`src/rtl/axi3_apb_write_bridge_pkg.sv`:
```
// Shared constants and state encoding for the AXI3-write to APB bridge.
package axi_apb_pkg;

    localparam logic [1:0] BURST_FIXED = 2'b00;
    localparam logic [1:0] BURST_INCR  = 2'b01;
    localparam logic [1:0] BURST_WRAP  = 2'b10;

    localparam logic [1:0] RESP_OKAY   = 2'b00;
    localparam logic [1:0] RESP_SLVERR = 2'b10;

    typedef enum logic [2:0] {
        ST_IDLE   = 3'd0,
        ST_WDATA  = 3'd1,
        ST_SETUP  = 3'd2,
        ST_ACCESS = 3'd3,
        ST_RESP   = 3'd4
    } bridge_state_t;

    // WRAP bursts are only legal with 2, 4, 8 or 16 beats.
    function automatic logic wrap_len_ok(input logic [3:0] len);
        case (len)
            4'd1, 4'd3, 4'd7, 4'd15: wrap_len_ok = 1'b1;
            default:                 wrap_len_ok = 1'b0;
        endcase
    endfunction

endpackage

```
`src/rtl/axi3_apb_write_bridge_if.sv`:
```
// AXI3 write channels plus APB master signals for the write bridge.
// slave modport is the bridge side; master modport is the traffic/responder side.
interface axi3_apb_write_bridge_if #(parameter int APB_ADDR_W = 16);
    logic [31:0]           AWADDR;
    logic                  AWVALID;
    logic                  AWREADY;
    logic [3:0]            AWLEN;
    logic [2:0]            AWSIZE;
    logic [1:0]            AWBURST;
    logic [31:0]           WDATA;
    logic [3:0]            WSTRB;
    logic                  WVALID;
    logic                  WREADY;
    logic                  WLAST;
    logic [1:0]            BRESP;
    logic                  BVALID;
    logic                  BREADY;
    logic [APB_ADDR_W-1:0] PADDR;
    logic                  PSEL;
    logic                  PENABLE;
    logic                  PWRITE;
    logic [31:0]           PWDATA;
    logic [3:0]            PSTRB;
    logic                  PREADY;
    logic                  PSLVERR;

    modport slave (
        input  AWADDR, AWVALID, AWLEN, AWSIZE, AWBURST,
        input  WDATA, WSTRB, WVALID, WLAST, BREADY, PREADY, PSLVERR,
        output AWREADY, WREADY, BRESP, BVALID,
        output PADDR, PSEL, PENABLE, PWRITE, PWDATA, PSTRB
    );

    modport master (
        output AWADDR, AWVALID, AWLEN, AWSIZE, AWBURST,
        output WDATA, WSTRB, WVALID, WLAST, BREADY, PREADY, PSLVERR,
        input  AWREADY, WREADY, BRESP, BVALID,
        input  PADDR, PSEL, PENABLE, PWRITE, PWDATA, PSTRB
    );
endinterface

```
`src/rtl/axi3_apb_write_bridge_addr_gen.sv`:
```
// Combinational next-beat address for FIXED, INCR and WRAP bursts.
module axi3_burst_addr_gen
    import axi_apb_pkg::*;
(
    input  logic [31:0] addr,
    input  logic [3:0]  len,
    input  logic [2:0]  size,
    input  logic [1:0]  burst,
    output logic [31:0] next_addr
);
    logic [31:0] bytes;
    logic [31:0] incr_addr;
    logic [31:0] wrap_mask;

    always_comb begin
        bytes     = 32'd1 << size;
        incr_addr = addr + bytes;
        wrap_mask = ((({28'd0, len}) + 32'd1) << size) - 32'd1;
        case (burst)
            BURST_FIXED: next_addr = addr;
            BURST_WRAP:  next_addr = (addr & ~wrap_mask) | (incr_addr & wrap_mask);
            default:     next_addr = incr_addr;
        endcase
    end
endmodule

```
`src/rtl/axi3_apb_write_bridge.sv`:
```
// AXI3 write-only slave issuing one APB write per W beat, single B response per burst.
// Optional APB_TIMEOUT_EN adds a PREADY watchdog of TIMEOUT_CYCLES in ACCESS.
module axi3_apb_write_bridge
    import axi_apb_pkg::*;
#(
    parameter int APB_ADDR_W = 16
`ifdef APB_TIMEOUT_EN
    , parameter int TIMEOUT_CYCLES = 256
`endif
) (
    input logic ACLK,
    input logic ARESET,
    axi3_apb_write_bridge_if.slave bus
);
    // state  | meaning
    // IDLE   | AWREADY high, waiting for a burst
    // WDATA  | WREADY high, waiting for the next beat
    // SETUP  | APB setup phase (PSEL=1, PENABLE=0)
    // ACCESS | APB access phase, waiting for PREADY
    // RESP   | BVALID high with accumulated error
    localparam logic [2:0] S_IDLE   = ST_IDLE;
    localparam logic [2:0] S_WDATA  = ST_WDATA;
    localparam logic [2:0] S_SETUP  = ST_SETUP;
    localparam logic [2:0] S_ACCESS = ST_ACCESS;
    localparam logic [2:0] S_RESP   = ST_RESP;

    logic [2:0]  state;
    logic [31:0] addr;
    logic [31:0] next_addr;
    logic [3:0]  len;
    logic [3:0]  beat;
    logic [2:0]  size;
    logic [1:0]  burst;
    logic        err;
    logic [31:0] wdata;
    logic [3:0]  wstrb;
    logic [1:0]  aw_burst;
    logic        aw_err;
    logic        psel;
    logic        size_err;
    logic        last_beat;
    logic        beat_done;
    logic        beat_err;

    // Illegal burst encodings fall back to INCR but flag the response.
    always_comb begin
        aw_burst = bus.AWBURST;
        aw_err   = (bus.AWSIZE > 3'd2);
        if (bus.AWBURST == 2'b11) begin
            aw_burst = BURST_INCR;
            aw_err   = 1'b1;
        end else if (bus.AWBURST == BURST_WRAP && !wrap_len_ok(bus.AWLEN)) begin
            aw_burst = BURST_INCR;
            aw_err   = 1'b1;
        end
    end

    assign size_err  = (size > 3'd2);
    assign last_beat = (beat == len);

`ifdef APB_TIMEOUT_EN
    localparam int TMO_W = $clog2(TIMEOUT_CYCLES) + 1;
    logic [TMO_W-1:0] tmo_cnt;
    logic             tmo_hit;

    assign tmo_hit   = (state == S_ACCESS) && !bus.PREADY && (tmo_cnt == '0);
    assign beat_done = bus.PREADY || tmo_hit;
    assign beat_err  = bus.PREADY ? bus.PSLVERR : 1'b1;

    always_ff @(posedge ACLK) begin
        if (ARESET) begin
            tmo_cnt <= '0;
        end else if (state == S_SETUP) begin
            tmo_cnt <= TMO_W'(TIMEOUT_CYCLES - 1);
        end else if (state == S_ACCESS && !bus.PREADY && tmo_cnt != '0) begin
            tmo_cnt <= tmo_cnt - 1'b1;
        end
    end
`else
    assign beat_done = bus.PREADY;
    assign beat_err  = bus.PSLVERR;
`endif

    axi3_burst_addr_gen u_addr_gen (
        .addr      (addr),
        .len       (len),
        .size      (size),
        .burst     (burst),
        .next_addr (next_addr)
    );

    always_ff @(posedge ACLK) begin
        if (ARESET) begin
            state <= S_IDLE;
            addr  <= '0;
            len   <= '0;
            size  <= '0;
            burst <= BURST_FIXED;
            beat  <= '0;
            err   <= 1'b0;
            wdata <= '0;
            wstrb <= '0;
        end else begin
            case (state)
                S_IDLE: if (bus.AWVALID) begin
                    addr  <= bus.AWADDR;
                    len   <= bus.AWLEN;
                    size  <= bus.AWSIZE;
                    burst <= aw_burst;
                    beat  <= '0;
                    err   <= aw_err;
                    state <= S_WDATA;
                end
                S_WDATA: if (bus.WVALID) begin
                    wdata <= bus.WDATA;
                    wstrb <= bus.WSTRB;
                    if (bus.WLAST != last_beat) err <= 1'b1;
                    // Oversized beats are drained without touching APB.
                    if (!size_err) begin
                        state <= S_SETUP;
                    end else if (last_beat) begin
                        state <= S_RESP;
                    end else begin
                        beat <= beat + 4'd1;
                        addr <= next_addr;
                    end
                end
                S_SETUP: state <= S_ACCESS;
                S_ACCESS: if (beat_done) begin
                    if (beat_err) err <= 1'b1;
                    if (last_beat) begin
                        state <= S_RESP;
                    end else begin
                        beat  <= beat + 4'd1;
                        addr  <= next_addr;
                        state <= S_WDATA;
                    end
                end
                S_RESP: if (bus.BREADY) state <= S_IDLE;
                default: state <= S_IDLE;
            endcase
        end
    end

    assign psel        = (state == S_SETUP) || (state == S_ACCESS);
    assign bus.AWREADY = (state == S_IDLE);
    assign bus.WREADY  = (state == S_WDATA);
    assign bus.BVALID  = (state == S_RESP);
    assign bus.BRESP   = ((state == S_RESP) && err) ? RESP_SLVERR : RESP_OKAY;
    assign bus.PSEL    = psel;
    assign bus.PENABLE = (state == S_ACCESS);
    assign bus.PWRITE  = psel;
    assign bus.PADDR   = psel ? addr[APB_ADDR_W-1:0] : '0;
    assign bus.PWDATA  = psel ? wdata : '0;
    assign bus.PSTRB   = psel ? wstrb : '0;
endmodule

```
`src/flat_wrapper.sv`:
```
// flat-port wrapper written by rule: the top's interface ports become plain ports
module axi3_apb_write_bridge_flat import axi_apb_pkg::*;
#(
    parameter int APB_ADDR_W = 16

)
  (ACLK, ARESET, bus_AWADDR, bus_AWVALID, bus_AWLEN, bus_AWSIZE, bus_AWBURST, bus_WDATA, bus_WSTRB, bus_WVALID, bus_WLAST, bus_BREADY, bus_PREADY, bus_PSLVERR, bus_AWREADY, bus_WREADY, bus_BRESP, bus_BVALID, bus_PADDR, bus_PSEL, bus_PENABLE, bus_PWRITE, bus_PWDATA, bus_PSTRB);
  axi3_apb_write_bridge_if #(.APB_ADDR_W(APB_ADDR_W)) bus_i ();
  input logic ACLK;
  input logic ARESET;
  input wire logic [$bits(bus_i.AWADDR)-1:0] bus_AWADDR;
  input wire logic [$bits(bus_i.AWVALID)-1:0] bus_AWVALID;
  input wire logic [$bits(bus_i.AWLEN)-1:0] bus_AWLEN;
  input wire logic [$bits(bus_i.AWSIZE)-1:0] bus_AWSIZE;
  input wire logic [$bits(bus_i.AWBURST)-1:0] bus_AWBURST;
  input wire logic [$bits(bus_i.WDATA)-1:0] bus_WDATA;
  input wire logic [$bits(bus_i.WSTRB)-1:0] bus_WSTRB;
  input wire logic [$bits(bus_i.WVALID)-1:0] bus_WVALID;
  input wire logic [$bits(bus_i.WLAST)-1:0] bus_WLAST;
  input wire logic [$bits(bus_i.BREADY)-1:0] bus_BREADY;
  input wire logic [$bits(bus_i.PREADY)-1:0] bus_PREADY;
  input wire logic [$bits(bus_i.PSLVERR)-1:0] bus_PSLVERR;
  output wire logic [$bits(bus_i.AWREADY)-1:0] bus_AWREADY;
  output wire logic [$bits(bus_i.WREADY)-1:0] bus_WREADY;
  output wire logic [$bits(bus_i.BRESP)-1:0] bus_BRESP;
  output wire logic [$bits(bus_i.BVALID)-1:0] bus_BVALID;
  output wire logic [$bits(bus_i.PADDR)-1:0] bus_PADDR;
  output wire logic [$bits(bus_i.PSEL)-1:0] bus_PSEL;
  output wire logic [$bits(bus_i.PENABLE)-1:0] bus_PENABLE;
  output wire logic [$bits(bus_i.PWRITE)-1:0] bus_PWRITE;
  output wire logic [$bits(bus_i.PWDATA)-1:0] bus_PWDATA;
  output wire logic [$bits(bus_i.PSTRB)-1:0] bus_PSTRB;
  assign bus_i.AWADDR = bus_AWADDR;
  assign bus_i.AWVALID = bus_AWVALID;
  assign bus_i.AWLEN = bus_AWLEN;
  assign bus_i.AWSIZE = bus_AWSIZE;
  assign bus_i.AWBURST = bus_AWBURST;
  assign bus_i.WDATA = bus_WDATA;
  assign bus_i.WSTRB = bus_WSTRB;
  assign bus_i.WVALID = bus_WVALID;
  assign bus_i.WLAST = bus_WLAST;
  assign bus_i.BREADY = bus_BREADY;
  assign bus_i.PREADY = bus_PREADY;
  assign bus_i.PSLVERR = bus_PSLVERR;
  assign bus_AWREADY = bus_i.AWREADY;
  assign bus_WREADY = bus_i.WREADY;
  assign bus_BRESP = bus_i.BRESP;
  assign bus_BVALID = bus_i.BVALID;
  assign bus_PADDR = bus_i.PADDR;
  assign bus_PSEL = bus_i.PSEL;
  assign bus_PENABLE = bus_i.PENABLE;
  assign bus_PWRITE = bus_i.PWRITE;
  assign bus_PWDATA = bus_i.PWDATA;
  assign bus_PSTRB = bus_i.PSTRB;
  axi3_apb_write_bridge #(.APB_ADDR_W(APB_ADDR_W)) u_core (.ACLK(ACLK), .ARESET(ARESET), .bus(bus_i));
endmodule
```
`config.mk`:
```
export PLATFORM = sky130hd
export DESIGN_NAME = axi3_apb_write_bridge_flat
export DESIGN_NICKNAME = d
export VERILOG_FILES = /design/src/rtl/axi3_apb_write_bridge_pkg.sv /design/src/rtl/axi3_apb_write_bridge_if.sv /design/src/rtl/axi3_apb_write_bridge_addr_gen.sv /design/src/rtl/axi3_apb_write_bridge.sv /design/src/flat_wrapper.sv
export SDC_FILE = /design/constraint.sdc
export NUM_CORES = 1
export LEC_CHECK = 0
export BUFFER_PORTS_ARGS = -buffer_cell sky130_fd_sc_hd__buf_4
export CAP_MARGIN = 0
export CORE_MARGIN = 2
export CORE_UTILIZATION = 30
export DETAILED_ROUTE_END_ITERATION = 12
export MAX_ROUTING_LAYER = met4
export PLACE_DENSITY_LB_ADDON = 0.12
export SLEW_MARGIN = 20
export SYNTH_ARGS = -nofsm -noshare
export SYNTH_HDL_FRONTEND = slang
export SYNTH_SLANG_ARGS = --single-unit
export TNS_END_PERCENT = 5
```
`constraint.sdc`:
```
create_clock -name ACLK -period 3.5 [get_ports ACLK]
set_clock_uncertainty 0.15 [all_clocks]
set_input_delay 0.35 -clock ACLK [delete_from_list [all_inputs] [get_ports ACLK]]
set_output_delay 0.35 -clock ACLK [all_outputs]
set_load 0.02 [all_outputs]
```
==> flow_summary_export.csv, run 1 <==
group,metric,value,unit
outcome,status,"finished clean",
synthesis,synth_area_leaders,"dfxtp_1 (30%), nand2_1 (10%), a21oi_1 (8.4%)",
timing,setup_viol,0,
global_route,grt_max_degree,55,
synthesis,yosysMostFrequentCell,"nand2_1",
timing,hold_viol_final,0,
cts,cts_hold_buffers,0,
timing,tightest_slew,0.7021,ns
worst_setup_path,cp_data_required_time,3.58,ns
synthesis,synthesis.area,4599,um2
worst_setup_path,crit_chain,"or2_1, nor2_1, ha_1, fa_1, and2_1, o21ai_0, a21boi_0, o41a_1, a31o_2, a21o_1, a21boi_0, o21a_1",
floorplan,num_rows,45,
route,via_count,4782,
worst_hold_path,hp-class,"in2reg",
floorplan,initial_core_util,0.3048,
route,via_per_inst,5.066,
synthesis,synthCells,634,
synthesis,synthArstFlopShare,0,
global_route,grt_overflow,0,
synthesis,ys_ff_latch,69,
final_layout,fill_cells,1597,
synthesis,synth_top_area_share,0.3003,
cts,clk_pin_slew,0.06,ns
final_layout,area_growth_syn_to_layout,33.71,%
synthesis,synth_common_cells,"nand2_1 (123), a21oi_1 (77), dfxtp_1 (69), and2_1 (59), nor2_1 (49)",
global_route,antenna_found_initial,0,
worst_setup_path,path_class,"reg2reg",
global_route,grt_pass1_wl,23320,um
placed_design,place.port_buffers,127,
cts,cts-resized-gates,0,
synthesis,synth_area_per_cell,7.255,um2
synthesis,synth-edff-count,0,
route,dr.pass1.iters,4,
timing,post-route-period-util,0.9061,
timing,finalMaxSlewViolations,0,
final_layout,drive_gt1_frac,0.2341,
worst_setup_path,critPathMostFrequentCell,"a21boi_0",
cts,cts_max_level,3,
worst_setup_path,crit_path_start_kind,"flop",
worst_setup_path,cp_data_arrival_time,3.25,ns
cts,cts_buffers,9,
final_layout,fin_util,0.4075,
placed_design,dp_hpwl,10600,um
timing,rsz0062_at_grt,"no",
run,drv_cap,0,
route,routedWlPerCell,15.17,um
global_route,grt_pass1_vias,4649,
power_and_ir_drop,p_leak,2.657,nW
cts,post_cts_buffers,0,
cts,clock_path_buffers,2,
synthesis,synth_cell_type_count,70,
final_layout,antenna_cells,0,
timing,fmax,0.3153,GHz
final_layout,fin_nets,849,
worst_setup_path,cp-end-kind,"flop",
worst_setup_path,critPathMaxStageDelay,0.44,ns
timing,period_needed,3.171,ns
floorplan,core,15090,um2
placed_design,gp_congestion,0.8922,
worst_setup_path,crit_path_max_fanout,7,
cts,cts_sinks,69,
synthesis,synthFlopType,"dfxtp_1",
route,drt_iter0_markers,187,
timing,relSlewSlack,0.5308,
cts,cts_tree,"built",
power_and_ir_drop,peakVddDrop,0.2905,mV
synthesis,synth.yosys.seq_area_share,0.3003,
cts,clk_latency,0.34,ns
global_route,grt_use_total,0.1848,
synthesis,synth_fp_nets,731,
synthesis,yosysWarnings,0,
floorplan,num_io_pins,145,
route,routed_wl,14320,um
route,drc,0,
synthesis,synth_area_leader_cell,"dfxtp_1",
worst_setup_path,slowest_stage,"dfxtp_1",
floorplan,die_w,127.8,um
worst_setup_path,r2r_slack,0.33,ns
cts,cts_root_buffer,"clkbuf_16",
timing,fin_tns_setup,0,ns
power_and_ir_drop,power_density,768.1,nW/um2
floorplan,die_h,127.8,um
floorplan,die_area,16340,um2
route,ant_nets,0,
## cell type report
type / count / area, um2 / share of cell area
well taps: 188 / 235.2 / 0.03825
flip-flops and latches: 69 / 1381 / 0.2246
inverters: 8 / 30.03 / 0.004883
clock buffers: 10 / 239.0 / 0.03886
clock inverters: 5 / 107.6 / 0.01750
repair buffers: 150 / 1139 / 0.1851
multi-input cells: 514 / 3018 / 0.4907
## where the power goes
part           internal, mW  switching [mW]  total (mW)
combinational         0.977            1.45        2.43
clock                 0.716           0.372        1.09
sequential            0.988           0.219        1.21
## kinds of logic after synthesis
family                   Yosys count  share of synthesized area
AND/OR/NAND/NOR                  303                     0.3207
AO/OA/AOI/OAI                    173                     0.2495
XOR/XNOR                          20                    0.03809
other                              1                  0.0008153
flip-flops                        69                     0.3003
buffers and inverters             51                    0.04543
adder cells (fa/ha/maj)           12                    0.03428
multiplexers                       5                    0.01088
## per-stage QoR
| step | instance area (um2) | power [mW] | setup WS [ns] | hold slack [ns] | instances |
|---|---|---|---|---|---|
| final | 6150 | 4.723 | 0.3288 | 0.1017 | 944 |
| after global routing | 6150 | 5.123 | 0.05378 | 0.09559 | 944 |
| after CTS | 6150 | 4.777 | 0.3256 | 0.09093 | 944 |
| after detailed placement | 5803 | 3.664 | 0.3573 | 0.2928 | 929 |
| after global placement | 5803 | 3.633 | 0.3956 | 0.2883 | 929 |
| after floorplan | 4599 | 2.924 | 0.06137 | 0.2817 | 634 |
## layout by cell type (no fill, tap or decap), drive strengths merged, types with 3 or more instances in the layout
| cell type | n |
|---|---|
| o2111ai | 3 |
| and2 | 59 |
| dfxtp | 69 |
| nor4 | 3 |
| o221a | 3 |
| o31ai | 3 |
| bufinv | 3 |
| nor3 | 18 |
| a21oi | 78 |
| nor2 | 49 |
| nor2b | 7 |
| a221oi | 3 |
| o21a | 3 |
| o211a | 4 |
| clkbuf | 10 |
| nand4 | 5 |
| a31oi | 7 |
| a21o | 6 |
| and3 | 7 |
| nand2b | 8 |
| xnor2 | 9 |
| a211o | 5 |
| o211ai | 4 |
| nand2 | 123 |
| mux2i | 5 |
| inv | 9 |
| a311oi | 6 |
| buf | 150 |
| xor2 | 11 |
| a31o | 3 |
| and4 | 3 |
| ha | 11 |
| nand3 | 9 |
| o21ai | 21 |
| nand3b | 3 |
## path summary, 6_finish.rpt
| path | start | endpoint | depth (start not counted) |
|---|---|---|---|
| setup / recovery | u_core.size[1] | flop | 12 |
| hold / removal | bus_WDATA[22] | u_core.wdata[22] | 3 |
| setup reg to reg | u_core.size[1] | flop | 12 |
| hold reg to reg | u_core.wdata[6] | u_core.wdata[6] | 2 |
## routing by layer
metal  wire (um)  track usage
met4         193      0.05688
met1        6365       0.2192
met2        6929       0.3054
met3         834      0.05134
met5           0            -
## critical path: cells and delay by family, from the launching register on
family / cells / cell delay [ns]
AO/OA/AOI/OAI: 7 / 1.50
adder cells (fa/ha/maj): 2 / 0.59
AND/OR/NAND/NOR: 3 / 0.38
flip-flops: 1 / 0.44
No activity file was read; power rests on OpenSTA's default activity.
==> run 2: changes to the inputs <==
SYNTH_HIERARCHICAL = 1   (was not set)
==> flow_summary_export.csv, run 2 <==
group,metric,value,unit
outcome,status,"finished clean",
global_route,grt_overflow,0,
global_route,grt_use_total,0.1736,
cts,cts_tree,"built",
final_layout,area_growth_syn_to_layout,29.72,%
timing,period_needed,3.299,ns
power_and_ir_drop,p_seq_frac,0.350,
floorplan,core,17060,um2
cts,clk_pin_slew,0.06,ns
worst_setup_path,crit_path_start_kind,"flop",
final_layout,regMostFlops,"u_core/wdata",
power_and_ir_drop,p_leak,2.884,nW
synthesis,synthCells,672,
route,ant_nets,0,
floorplan,num_io_pins,145,
synthesis,synth_area_per_cell,7.705,um2
placed_design,pre_cts_slack,0.2206,ns
cts,clock_path_buffers,2,
global_route,grt_max_degree,88,
power_and_ir_drop,p_int,1.760,mW
global_route,grt_pass1_vias,5058,
cts,cts_hold_buffers,0,
worst_setup_path,r2r_slack,0.20,ns
final_layout,drive_gt1_frac,0.2792,
placed_design,dp_hpwl,11020,um
route,drc,0,
synthesis,synth_fp_nets,770,
cts,cts_sinks,69,
timing,setup_viol,0,
final_layout,final_cell_mix,"buf_4 (158), nand2_1 (145), a21oi_1 (83), dfxtp_1 (69), and2_1 (58)",
route,routed_wl,15060,um
final_layout,largest_reg_flops,32,
route,via_count,5077,
route,dr.pass1.iters,4,
route,routedWlPerCell,14.77,um
final_layout,antenna_cells,0,
synthesis,synthesis.area,5177,um2
final_layout,fin_util,0.3938,
power_and_ir_drop,p_switching,854.5,uW
worst_setup_path,cp_data_required_time,3.58,ns
cts,cts_root_buffer,"clkbuf_16",
route,drt_iter0_markers,254,
timing,relSlewSlack,0.3918,
timing,fin_tns_setup,0,ns
placed_design,place.port_buffers,127,
floorplan,die_area,18330,um2
global_route,grt_pass1_wl,24850,um
timing,hold_viol_final,0,
power_and_ir_drop,clockPowerShare,0.357,
final_layout,fin_nets,888,
power_and_ir_drop,power_density,389.2,nW/um2
final_layout,final_design_area_no_fill,6716,um2
floorplan,die_h,135.4,um
final_layout,layout_commonest_cell,"buf_4",
power_and_ir_drop,peakVddDrop,0.2267,mV
cts,post_cts_buffers,0,
floorplan,num_rows,48,
worst_setup_path,cp-end-kind,"flop",
floorplan,die_w,135.4,um
timing,tightest_slew,0.9123,ns
global_route,antenna_found_initial,0,
timing,finalMaxSlewViolations,0,
timing,post-route-period-util,0.9425,
placed_design,gp_congestion,0.8468,
power_and_ir_drop,swShare,0.3269,
timing,fin_ws,0.2011,ns
power_and_ir_drop,combPwrFrac,0.293,
route,via_per_inst,4.977,
worst_setup_path,path_class,"reg2reg",
final_layout,reg.largest.list,"u_core/wdata (32), u_core/addr (16)",
timing,fmax,0.3031,GHz
floorplan,initial_core_util,0.3036,
worst_hold_path,hp-class,"in2reg",
cts,clk_latency,0.34,ns
worst_setup_path,cp_data_arrival_time,3.38,ns
placed_design,place_area,6396,um2
cts,cts-resized-gates,0,
synthesis,yosysWarnings,6,
worst_setup_path,crit_path_max_fanout,5,
cts,cts_max_level,3,
cts,cts_buffers,9,
run,drv_cap,0,
run 2: cell type report:
| cell class | count | area (um2) |
|---|---|---|
| inverters | 10 | 37.54 |
| well taps | 225 | 281.5 |
| flip-flops and latches | 69 | 1381 |
| clock inverters | 6 | 71.32 |
| fillers | 1781 | 10340 |
| multi-input cells | 542 | 3530 |
| repair buffers | 158 | 1186 |
| clock buffers | 10 | 229.0 |
run 2: layer usage:
| layer | vias to the layer above | routed length (um) | GRT usage |
|---|---|---|---|
| met5 | - | 0 | - |
| met4 | 0 | 158 | 0.05150 |
| met3 | 11 | 830 | 0.04602 |
| met2 | 110 | 7299 | 0.2865 |
| met1 | 2387 | 6774 | 0.2083 |
| li1 | 2569 | - | - |
run 2: final timing paths:
kind,startpoint,endpoint,cells past startpoint
max reg2reg,u_core/size[1],u_core/addr[8],14
min reg2reg,u_core/wdata[10],u_core/wdata[10],2
min,bus_WDATA[25],u_core/wdata[25],3
max,u_core/size[1],u_core/addr[8],14
run 2: power groups by stage:
stage	Clock [mW]	Combinational, mW	Sequential (mW)
CTS	0.973	0.774	0.915
detailed placement	0	0.771	0.932
global route	1.00	0.852	0.927
finish	0.932	0.767	0.915
floorplan	0	0.567	0.900
global placement	0	0.764	0.930
run 2: critical path: stages (launching register included):
cell     delay, ns
dfxtp_1       0.32
or2_2         0.35
nor2_1        0.18
ha_1          0.25
fa_1          0.23
a21o_1        0.15
a22oi_1       0.10
a21oi_1       0.40
nand2_1       0.15
o31ai_1       0.22
nor3_1        0.11
xnor2_1       0.13
nand2_1       0.07
a21oi_1       0.06
mux2_4        0.30
run 2: per-stage QoR:
| step | hold WS, ns | instances | power [mW] |
|---|---|---|---|
| CTS | 0.08745 | 1020 | 2.662 |
| detailed placement | 0.2921 | 1004 | 1.703 |
| global placement | 0.2881 | 1004 | 1.694 |
| finish | 0.1059 | 1020 | 2.614 |
| floorplan | 0.2807 | 672 | 1.467 |
| global route | 0.09691 | 1020 | 2.779 |
